`src/rtl/fpu_params.sv`:
```
// Shared FPU encoding constants: instruction field widths and opcode values.
package fpu_params;

    localparam int unsigned FPU_OP_WIDTH       = 4;
    localparam int unsigned FPU_REG_ADDR_WIDTH = 5;

    localparam logic [FPU_OP_WIDTH-1:0] FPU_OP_FADD  = 4'd0;
    localparam logic [FPU_OP_WIDTH-1:0] FPU_OP_FSUB  = 4'd1;
    localparam logic [FPU_OP_WIDTH-1:0] FPU_OP_FMUL  = 4'd2;
    localparam logic [FPU_OP_WIDTH-1:0] FPU_OP_FDIV  = 4'd3;
    localparam logic [FPU_OP_WIDTH-1:0] FPU_OP_FSQRT = 4'd4;
    localparam logic [FPU_OP_WIDTH-1:0] FPU_OP_FCLT  = 4'd5;
    localparam logic [FPU_OP_WIDTH-1:0] FPU_OP_FCEQ  = 4'd6;
    localparam logic [FPU_OP_WIDTH-1:0] FPU_OP_FCLE  = 4'd7;
    localparam logic [FPU_OP_WIDTH-1:0] FPU_OP_FMV   = 4'd8;

endpackage

```
`src/rtl/fpu_dispatch_pkg.sv`:
```
// Types shared by the FPU dispatcher and its instruction queue.
package fpu_dispatch_pkg;

    import fpu_params::*;

    typedef struct packed {
        logic [FPU_OP_WIDTH-1:0]       op;
        logic [FPU_REG_ADDR_WIDTH-1:0] x1;
        logic [FPU_REG_ADDR_WIDTH-1:0] x2;
        logic [FPU_REG_ADDR_WIDTH-1:0] y;
        logic [31:0]                   data;
    } dispatch_entry_t;

    typedef enum logic {StIdle, StRun} dispatch_state_t;

endpackage

```
`src/rtl/fpu_dispatch_fifo.sv`:
```
// Instruction queue for the FPU dispatcher; the head is held in a register that is
// preloaded with the next entry so a pop exposes the following instruction with no bubble.
module fpu_dispatch_fifo
    import fpu_dispatch_pkg::*;
#(
    parameter int unsigned DEPTH = 4
) (
    input  logic                    clk_i,
    input  logic                    rst_ni,
    input  logic                    push_i,
    input  dispatch_entry_t         din_i,
    input  logic                    pop_i,
    output dispatch_entry_t         head_o,
    output logic [$clog2(DEPTH):0]  count_o,
    output logic                    full_o
);

    localparam int unsigned PtrW = $clog2(DEPTH);
    localparam int unsigned CntW = PtrW + 1;

    dispatch_entry_t mem_q [DEPTH];
    dispatch_entry_t head_q, head_d;
    logic [PtrW-1:0] wptr_q, wptr_d, rptr_q, rptr_d;
    logic [CntW-1:0] count_q, count_d;
    logic            push_ok, pop_ok;

    assign full_o  = (count_q == CntW'(DEPTH));
    assign head_o  = head_q;
    assign count_o = count_q;

    always_comb begin
        push_ok = push_i && !full_o;
        pop_ok  = pop_i && (count_q != '0);
        wptr_d  = wptr_q + PtrW'(push_ok);
        rptr_d  = rptr_q + PtrW'(pop_ok);
        count_d = count_q + CntW'(push_ok) - CntW'(pop_ok);
        head_d  = head_q;
        // A push into a queue that is (or is becoming) empty is its own new head.
        if (push_ok && ((count_q - CntW'(pop_ok)) == '0)) begin
            head_d = din_i;
        end else if (pop_ok && (count_d != '0)) begin
            head_d = mem_q[rptr_d];
        end
    end

    always_ff @(posedge clk_i) begin
        if (push_ok) begin
            mem_q[wptr_q] <= din_i;
        end
    end

    always_ff @(posedge clk_i or negedge rst_ni) begin
        if (!rst_ni) begin
            wptr_q  <= '0;
            rptr_q  <= '0;
            count_q <= '0;
            head_q  <= '0;
        end else begin
            wptr_q  <= wptr_d;
            rptr_q  <= rptr_d;
            count_q <= count_d;
            head_q  <= head_d;
        end
    end

endmodule

```
`src/rtl/fpu_dispatch.sv`:
```
// Queues FPU instructions and issues them one at a time on a ready/valid FPU handshake.
// Define FPU_DISPATCH_TIMEOUT_EN to drop an instruction the FPU never completes.
module fpu_dispatch
    import fpu_params::*, fpu_dispatch_pkg::*;
#(
    parameter int unsigned DEPTH          = 4,
    parameter int unsigned TIMEOUT_CYCLES = 1023
) (
    input  logic                          clk,
    input  logic                          rstn,
    input  logic                          req_valid,
    output logic                          req_ready,
    input  logic [FPU_OP_WIDTH-1:0]       req_op,
    input  logic [FPU_REG_ADDR_WIDTH-1:0] req_x1,
    input  logic [FPU_REG_ADDR_WIDTH-1:0] req_x2,
    input  logic [FPU_REG_ADDR_WIDTH-1:0] req_y,
    input  logic [31:0]                   req_data,
    output logic [FPU_REG_ADDR_WIDTH-1:0] fpu_x1,
    output logic [FPU_REG_ADDR_WIDTH-1:0] fpu_x2,
    output logic [FPU_REG_ADDR_WIDTH-1:0] fpu_y,
    output logic [FPU_OP_WIDTH-1:0]       fpu_operation,
    output logic [31:0]                   fpu_in_data,
    output logic                          fpu_ready,
    input  logic                          fpu_valid,
    input  logic [31:0]                   fpu_out_data,
    input  logic                          fpu_cond,
    output logic                          rsp_valid,
    output logic [FPU_OP_WIDTH-1:0]       rsp_op,
    output logic [31:0]                   rsp_data,
    output logic                          rsp_cond,
    output logic                          busy,
    output logic                          err_timeout
);

    localparam int unsigned CntW = $clog2(DEPTH) + 1;

    dispatch_state_t             state_q, state_d;
    dispatch_entry_t             req_entry, head;
    logic [CntW-1:0]             count, count_after;
    logic                        full, push, pop, valid_pop, tmo_pop, running;
    logic                        rsp_valid_q;
    logic [FPU_OP_WIDTH-1:0]     rsp_op_q;
    logic [31:0]                 rsp_data_q;

    assign running   = (state_q == StRun);
    assign req_ready = rstn && !full;
    assign push      = req_valid && req_ready;
    assign valid_pop = running && fpu_valid;
    assign pop       = valid_pop || tmo_pop;
    assign req_entry = '{op: req_op, x1: req_x1, x2: req_x2, y: req_y, data: req_data};

    fpu_dispatch_fifo #(
        .DEPTH (DEPTH)
    ) u_fifo (
        .clk_i   (clk),
        .rst_ni  (rstn),
        .push_i  (push),
        .din_i   (req_entry),
        .pop_i   (pop),
        .head_o  (head),
        .count_o (count),
        .full_o  (full)
    );

    // Occupancy after this cycle's traffic; a same-cycle push keeps RUN alive.
    assign count_after = count + CntW'(push) - CntW'(pop);

    always_comb begin
        state_d = state_q;
        case (state_q)
            StIdle: if (count != '0) state_d = StRun;
            StRun:  if (tmo_pop || (pop && (count_after == '0))) state_d = StIdle;
        endcase
    end

    always_ff @(posedge clk or negedge rstn) begin
        if (!rstn) begin
            state_q     <= StIdle;
            rsp_valid_q <= 1'b0;
            rsp_op_q    <= '0;
            rsp_data_q  <= '0;
        end else begin
            state_q     <= state_d;
            rsp_valid_q <= valid_pop;
            if (valid_pop) begin
                rsp_op_q   <= head.op;
                rsp_data_q <= fpu_out_data;
            end
        end
    end

`ifdef FPU_DISPATCH_TIMEOUT_EN
    localparam int unsigned TmoW = $clog2(TIMEOUT_CYCLES + 1);

    logic [TmoW-1:0] tmo_cnt_q, tmo_cnt_d;
    logic            err_q;

    assign tmo_pop     = running && !fpu_valid && (tmo_cnt_q == TmoW'(TIMEOUT_CYCLES - 1));
    assign err_timeout = err_q;

    always_comb begin
        tmo_cnt_d = tmo_cnt_q + TmoW'(1);
        if (!running || pop) tmo_cnt_d = '0;
    end

    always_ff @(posedge clk or negedge rstn) begin
        if (!rstn) begin
            tmo_cnt_q <= '0;
            err_q     <= 1'b0;
        end else begin
            tmo_cnt_q <= tmo_cnt_d;
            err_q     <= err_q | tmo_pop;
        end
    end
`else
    assign tmo_pop     = 1'b0;
    assign err_timeout = 1'b0;
`endif

    assign fpu_ready     = running;
    assign fpu_x1        = head.x1;
    assign fpu_x2        = head.x2;
    assign fpu_y         = head.y;
    assign fpu_operation = head.op;
    assign fpu_in_data   = head.data;
    assign rsp_valid     = rsp_valid_q;
    assign rsp_op        = rsp_op_q;
    assign rsp_data      = rsp_data_q;
    assign rsp_cond      = fpu_cond;
    assign busy          = (count != '0) || running;

endmodule

```
`config.mk`:
```
export PLATFORM = sky130hd
export DESIGN_NAME = fpu_dispatch
export DESIGN_NICKNAME = d
export VERILOG_FILES = /design/src/rtl/fpu_params.sv /design/src/rtl/fpu_dispatch_pkg.sv /design/src/rtl/fpu_dispatch_fifo.sv /design/src/rtl/fpu_dispatch.sv
export SDC_FILE = /design/constraint.sdc
export NUM_CORES = 1
export LEC_CHECK = 0
export CAP_MARGIN = 30
export CORE_MARGIN = 5
export CORE_UTILIZATION = 45
export CTS_BUF_LIST = sky130_fd_sc_hd__clkbuf_2 sky130_fd_sc_hd__clkbuf_4 sky130_fd_sc_hd__clkbuf_8
export CTS_CLUSTER_SIZE = 8
export DETAILED_ROUTE_END_ITERATION = 16
export GPL_ROUTABILITY_DRIVEN = 0
export PLACE_DENSITY = 0.69
export SLEW_MARGIN = 10
export SYNTH_ARGS = -nofsm -noshare
export SYNTH_HDL_FRONTEND = slang
export SYNTH_SLANG_ARGS = --single-unit
```
`constraint.sdc`:
```
create_clock -name clk -period 5.75 [get_ports clk]
set_input_delay 1.725 -clock clk [delete_from_list [all_inputs] [get_ports clk]]
set_output_delay 1.725 -clock clk [all_outputs]
set_load 0.02 [all_outputs]
```
# After elaboration in Yosys (flattened, before gate mapping)

Memory sizes are Yosys's and may differ from the RTL's.
Index checks and enable logic that the tools add are counted.

Memories: 1
Output and inout bits: 93
Bits in writable memories: 204
Register bits after elaboration: 96

Reduce and logical (&&, ||, !) cells: 15
Bitwise operators: 1
Muxes and demuxes: 7
$add $sub $neg: 7
Eq/ne operators: 1

Memory list:

| name         | depth | width | rd ports | clocked after memory_dff | write ports | line                    | source |
|---|---|---|---|---|---|---|---|
| u_fifo.mem_q | 4     | 51    | 1        | 0                        | 1           | fpu_dispatch_fifo.sv:21 | `dispatch_entry_t mem_q [DEPTH];` |

Operator list:

| kind                                  | number |
|---|---|
| 2-to-1 mux 51 bit                     | 2 |
| subtractor 3 x 1 -> 3 bit             | 3 |
| logical AND 1 bit                     | 8 |
| adder 3 x 1 -> 3 bit                  | 2 |
| logical NOT 3 bit                     | 2 |
| nonzero test 3 bit                    | 2 |
| adder 2 x 1 -> 2 bit                  | 2 |
| 2-to-1 mux 1 bit                      | 4 |
| == test 3 bit (second input constant) | 1 |
| one-hot mux 1 bit (2 select lines)    | 1 |
| nonzero test 2 bit                    | 1 |
| logical NOT 1 bit                     | 1 |
| logical OR 1 bit                      | 1 |
| inverter 1 bit                        | 1 |

# Longest topological paths before layout

Depth after elaboration: 11
Gate-level depth with buffers: 11
Depth with buffers taken out: 9

# Modules after synthesis

From an unflattened synthesis, not the netlist that was laid out.

Cells, all modules: 674
Area, all modules: 11788.8 µm²

Modules (own cells, without submodules):

| module            | seq. area each (µm²) | times used | area an instance (µm²) | cells each |
|---|---|---|---|---|
| fpu_dispatch_fifo | 7577.3               | 1          | 10266.1                | 580 |
| fpu_dispatch      | 950.9                | 1          | 1522.7                 | 94 |

# Worst setup path after synthesis

No wires, ideal clock.

Path kind: input port to flip-flop
Start point: input req_valid
End point: memory u_fifo.mem_q[0][0] (netlist name), enable pin
Required time: 5.217 ns
Slack: -0.581 ns
Arrival: 5.798 ns
Stages: 3
Path through: and3_1 -> buf_2 -> nor3b_1

Longest elaborated chain between the ends: 4

RTL lines:

| item                                   | line                    | source |
|---|---|---|
| from (decl)                            | fpu_dispatch.sv:11      | `input logic req_valid,` |
| logical AND 1 bit                      | fpu_dispatch.sv:47      | `assign push = req_valid && req_ready;` |
| logical AND 1 bit                      | fpu_dispatch_fifo.sv:32 | `push_ok = push_i && !full_o;` |
| 2-to-1 mux 1 bit                       | fpu_dispatch_fifo.sv:47 | `if (push_ok) begin` |
| 2-to-1 mux 1 bit (not written as such) | fpu_dispatch_fifo.sv:48 | `mem_q[wptr_q] <= din_i;` |
| to (decl)                              | fpu_dispatch_fifo.sv:21 |  |

Every way passes these cells.

# Worst setup path in the final report

Start point: input rstn
End point: output req_ready

Longest elaborated chain between the ends: 1

RTL lines:

| item              | line               | source |
|---|---|---|
| from (decl)       | fpu_dispatch.sv:10 | `input logic rstn,` |
| logical AND 1 bit | fpu_dispatch.sv:46 | `assign req_ready = rstn && !full;` |
| to (decl)         | fpu_dispatch.sv:12 | `output logic req_ready,` |

Every way passes these cells.

==> run metrics <==
P per Cell Area=about 560 nW/µm²; Data arrival, critical path=2950 ps; largest net degree at the start of global routing=between 60 and 70; DR pass1 iterations=4; Post-synth EDFFs=204; CP Depth=3; status=complete, no violations; post-cts resize count=0; number of register bits inferred by synthesis=300; RSZ-0062 raised after global routing=false; Hold Vio Cnt, Final=0; DP HPWL=15.28 mm; Syn Area/Cell=around 21 µm²; cell leakage power=5.482 nW; worst slew pin tran=884.6 ps; period utilization=81.32%; count leader, synth=edfxtp_1; Crit Path Class=input port to output pin; row cnt=a little under 60; crit path launch=rstn; Placeable Area=between 20000 and 30000 µm²; CTS buffer count=between 40 and 50; Clock Path Buffers=3; worst vdd ir=approximately 330 µV; initial core utilization=between 40% and 50%; top cells by area, synth=edfxtp_1 52%, dfrtp_1 20%, mux2_2 12%; hold crit path type=flop to flop; first-pass GRT wire length=~38 mm; reg-to-reg startpoint=u_fifo.count_o[2]; wire length per cell=~21 µm; Tmin final=4676 ps; Post-synth ARST share=between 30% and 40%; Clock Skew=14.06 ps; vias after detailed routing=~6000; total die area=29600 µm²; Slew Limit Fails=0; CP required=just over 4000 ps; Max Freq=213.9 MHz; Yosys top cell area share=about half; # fillers=1927; sequential area share after synthesis=between 70 and 80%; CP Max Fanout=34; Avg Vias per Cell=5.226; post-synth net total=655; ant diodes=0; Worst-Skew Late Latency=about 550 ps; hold depth=1; design area=15100 µm²; DRT iter0 DRCs=230; Netlist cell types=34; crit-path cells=buf_4 -> and2_1 -> clkdlybuf4s50_1; Setup-failing EPs final=0; Clock Pin Slew Worst Setup and Hold Paths=around 50 ps; Placement Cell Area=about 14000 µm²; Reg2Reg Depth=9; routed wire length=roughly 24 mm; Placed Cells=1059; Rel. slew slack=roughly two fifths; max-cap violation count=0; Setup Buffers After CTS=0; hold bufs inserted after CTS=0; Top Ports=roughly 180; NumNets Final=slightly below 900; CTS Sinks=300; Hold Startpoint=rsp_op[3]; Slowest-stage cell, CP=clkdlybuf4s50_1; H-tree lvl count=2; Post-synth top flop=edfxtp_1; Fin Hold WS=505.7 ps; Root Driver=clkbuf_8; crit path launch type=input port; Final Power=between 8 and 9 mW; ANT nets after route=0; fin cells=between 1000 and 1500; initial antenna violation count=2; layout cells sized above 1=37.42%; Slowest Stage Delay on Critical Path=610 ps; Remaining DRCs=0; Die X=roughly 170 µm; CTS tree=built; vias in the first global route=roughly 6800; nature of the critical path endpoint=output pin; synthesized area=between 10000 and 15000 µm²; Cells after Synth=between 500 and 600; DIE HEIGHT=roughly 170 µm; Total GRT Usage=between 10% and 20%; synth cell count leaders=204 x edfxtp_1, 126 x mux2_2, 96 x dfrtp_1, 51 x mux4_2, 12 x mux2_4; largest area contributor in the netlist=edfxtp_1; Buf/Inv on CP=2; Fin Setup TNS=0 ps; total gr overflow=0; Area Growth Syn to Fin=27.84%; Syn. warnings=0; Largest delay share family, worst path=buffers and inverters; input/output buffers=~180
worst reg2reg max path, cell delays in order (launching register included):
cell and delay (ps):
dfrtp_1 460, or3b_1 420, and3_1 310, ha_1 260
fa_1 390, xor3_2 270, a211oi_4 230, buf_4 450
mux2_2 410, mux2_2 270
area by class of cell:
type	count	area [µm²]	share of cell area [%]
sequential	300	8528	56.46
multi-input combinational	224	3144	20.82
timing repair buffer	194	1942	12.86
clock buffer	84	987.2	6.536
tap	335	419.2	2.775
clock inverter	6	57.56	0.3810
inverter	7	26.28	0.1740
placed cells by master, fill, tap and decap left out, drive strengths merged, types with 4 or more instances in the layout:
master,Yosys,routed
buf,16,18
clkbuf,12,84
clkdlybuf4s50,0,176
dfrtp,96,96
edfxtp,204,204
ha,6,6
inv,7,7
mux2,138,138
mux4,51,51
nor2,4,4
registers in the layout, summed over array words and instances (netlist names):
signal / flops
u_fifo.count_o: 3
u_fifo.wptr_q: 2
u_fifo.rptr_q: 2
fpu_ready: 1
rsp_data: 32
rsp_valid: 1
u_fifo.head_o: 51
rsp_op: 4
u_fifo.mem_q: 204
path summary, 6_finish.rpt:
path                                    end  slack, ps
hold / removal                    rsp_op[3]        510
setup reg to reg           u_fifo.head_o[7]       2170
setup / recovery                  req_ready       1070
min in group asynchronous         fpu_ready       1150
hold reg to reg                   rsp_op[3]        510
max in group asynchronous      rsp_data[27]       3550
stage by stage:
stage / setup slack [ps] / util (%)
5_1_grt: 951.6 / 58.13
6_report: 1074 / 58.13
2_1_floorplan: 1066 / -
3_5_place_dp: 730.4 / 54.00
4_1_cts: 1035 / 58.02
3_3_place_gp: 828.3 / 53.92
layer usage:
layer	global-route usage, %	share of wire [%]
met5	0	0.14
met4	4.887	2.2
met3	4.504	7.9
met2	28.50	48
met1	21.51	42
where the power goes:
group          switching [mW]  total [mW]  internal, mW
registers               0.228        3.02          2.79
clock network           0.780        1.90          1.12
logic                    1.56        3.59          2.03
logic make-up (layout without fill, tap and decap cells):
family | Yosys count | count (layout) | synth area share, %
multiplexers | 190 | 190 | 23.34
AND/OR/NAND/NOR | 16 | 16 | 0.9108
adder cells (fa/ha/maj) | 8 | 8 | 0.9743
buffers and inverters | 35 | 291 | 1.652
AO/OA/AOI/OAI | 3 | 3 | 0.3283
other | 1 | 1 | 0.03174
XOR/XNOR | 6 | 6 | 0.5825
flip-flops | 300 | 300 | 72.18
No activity file was read; power rests on OpenSTA's default activity.
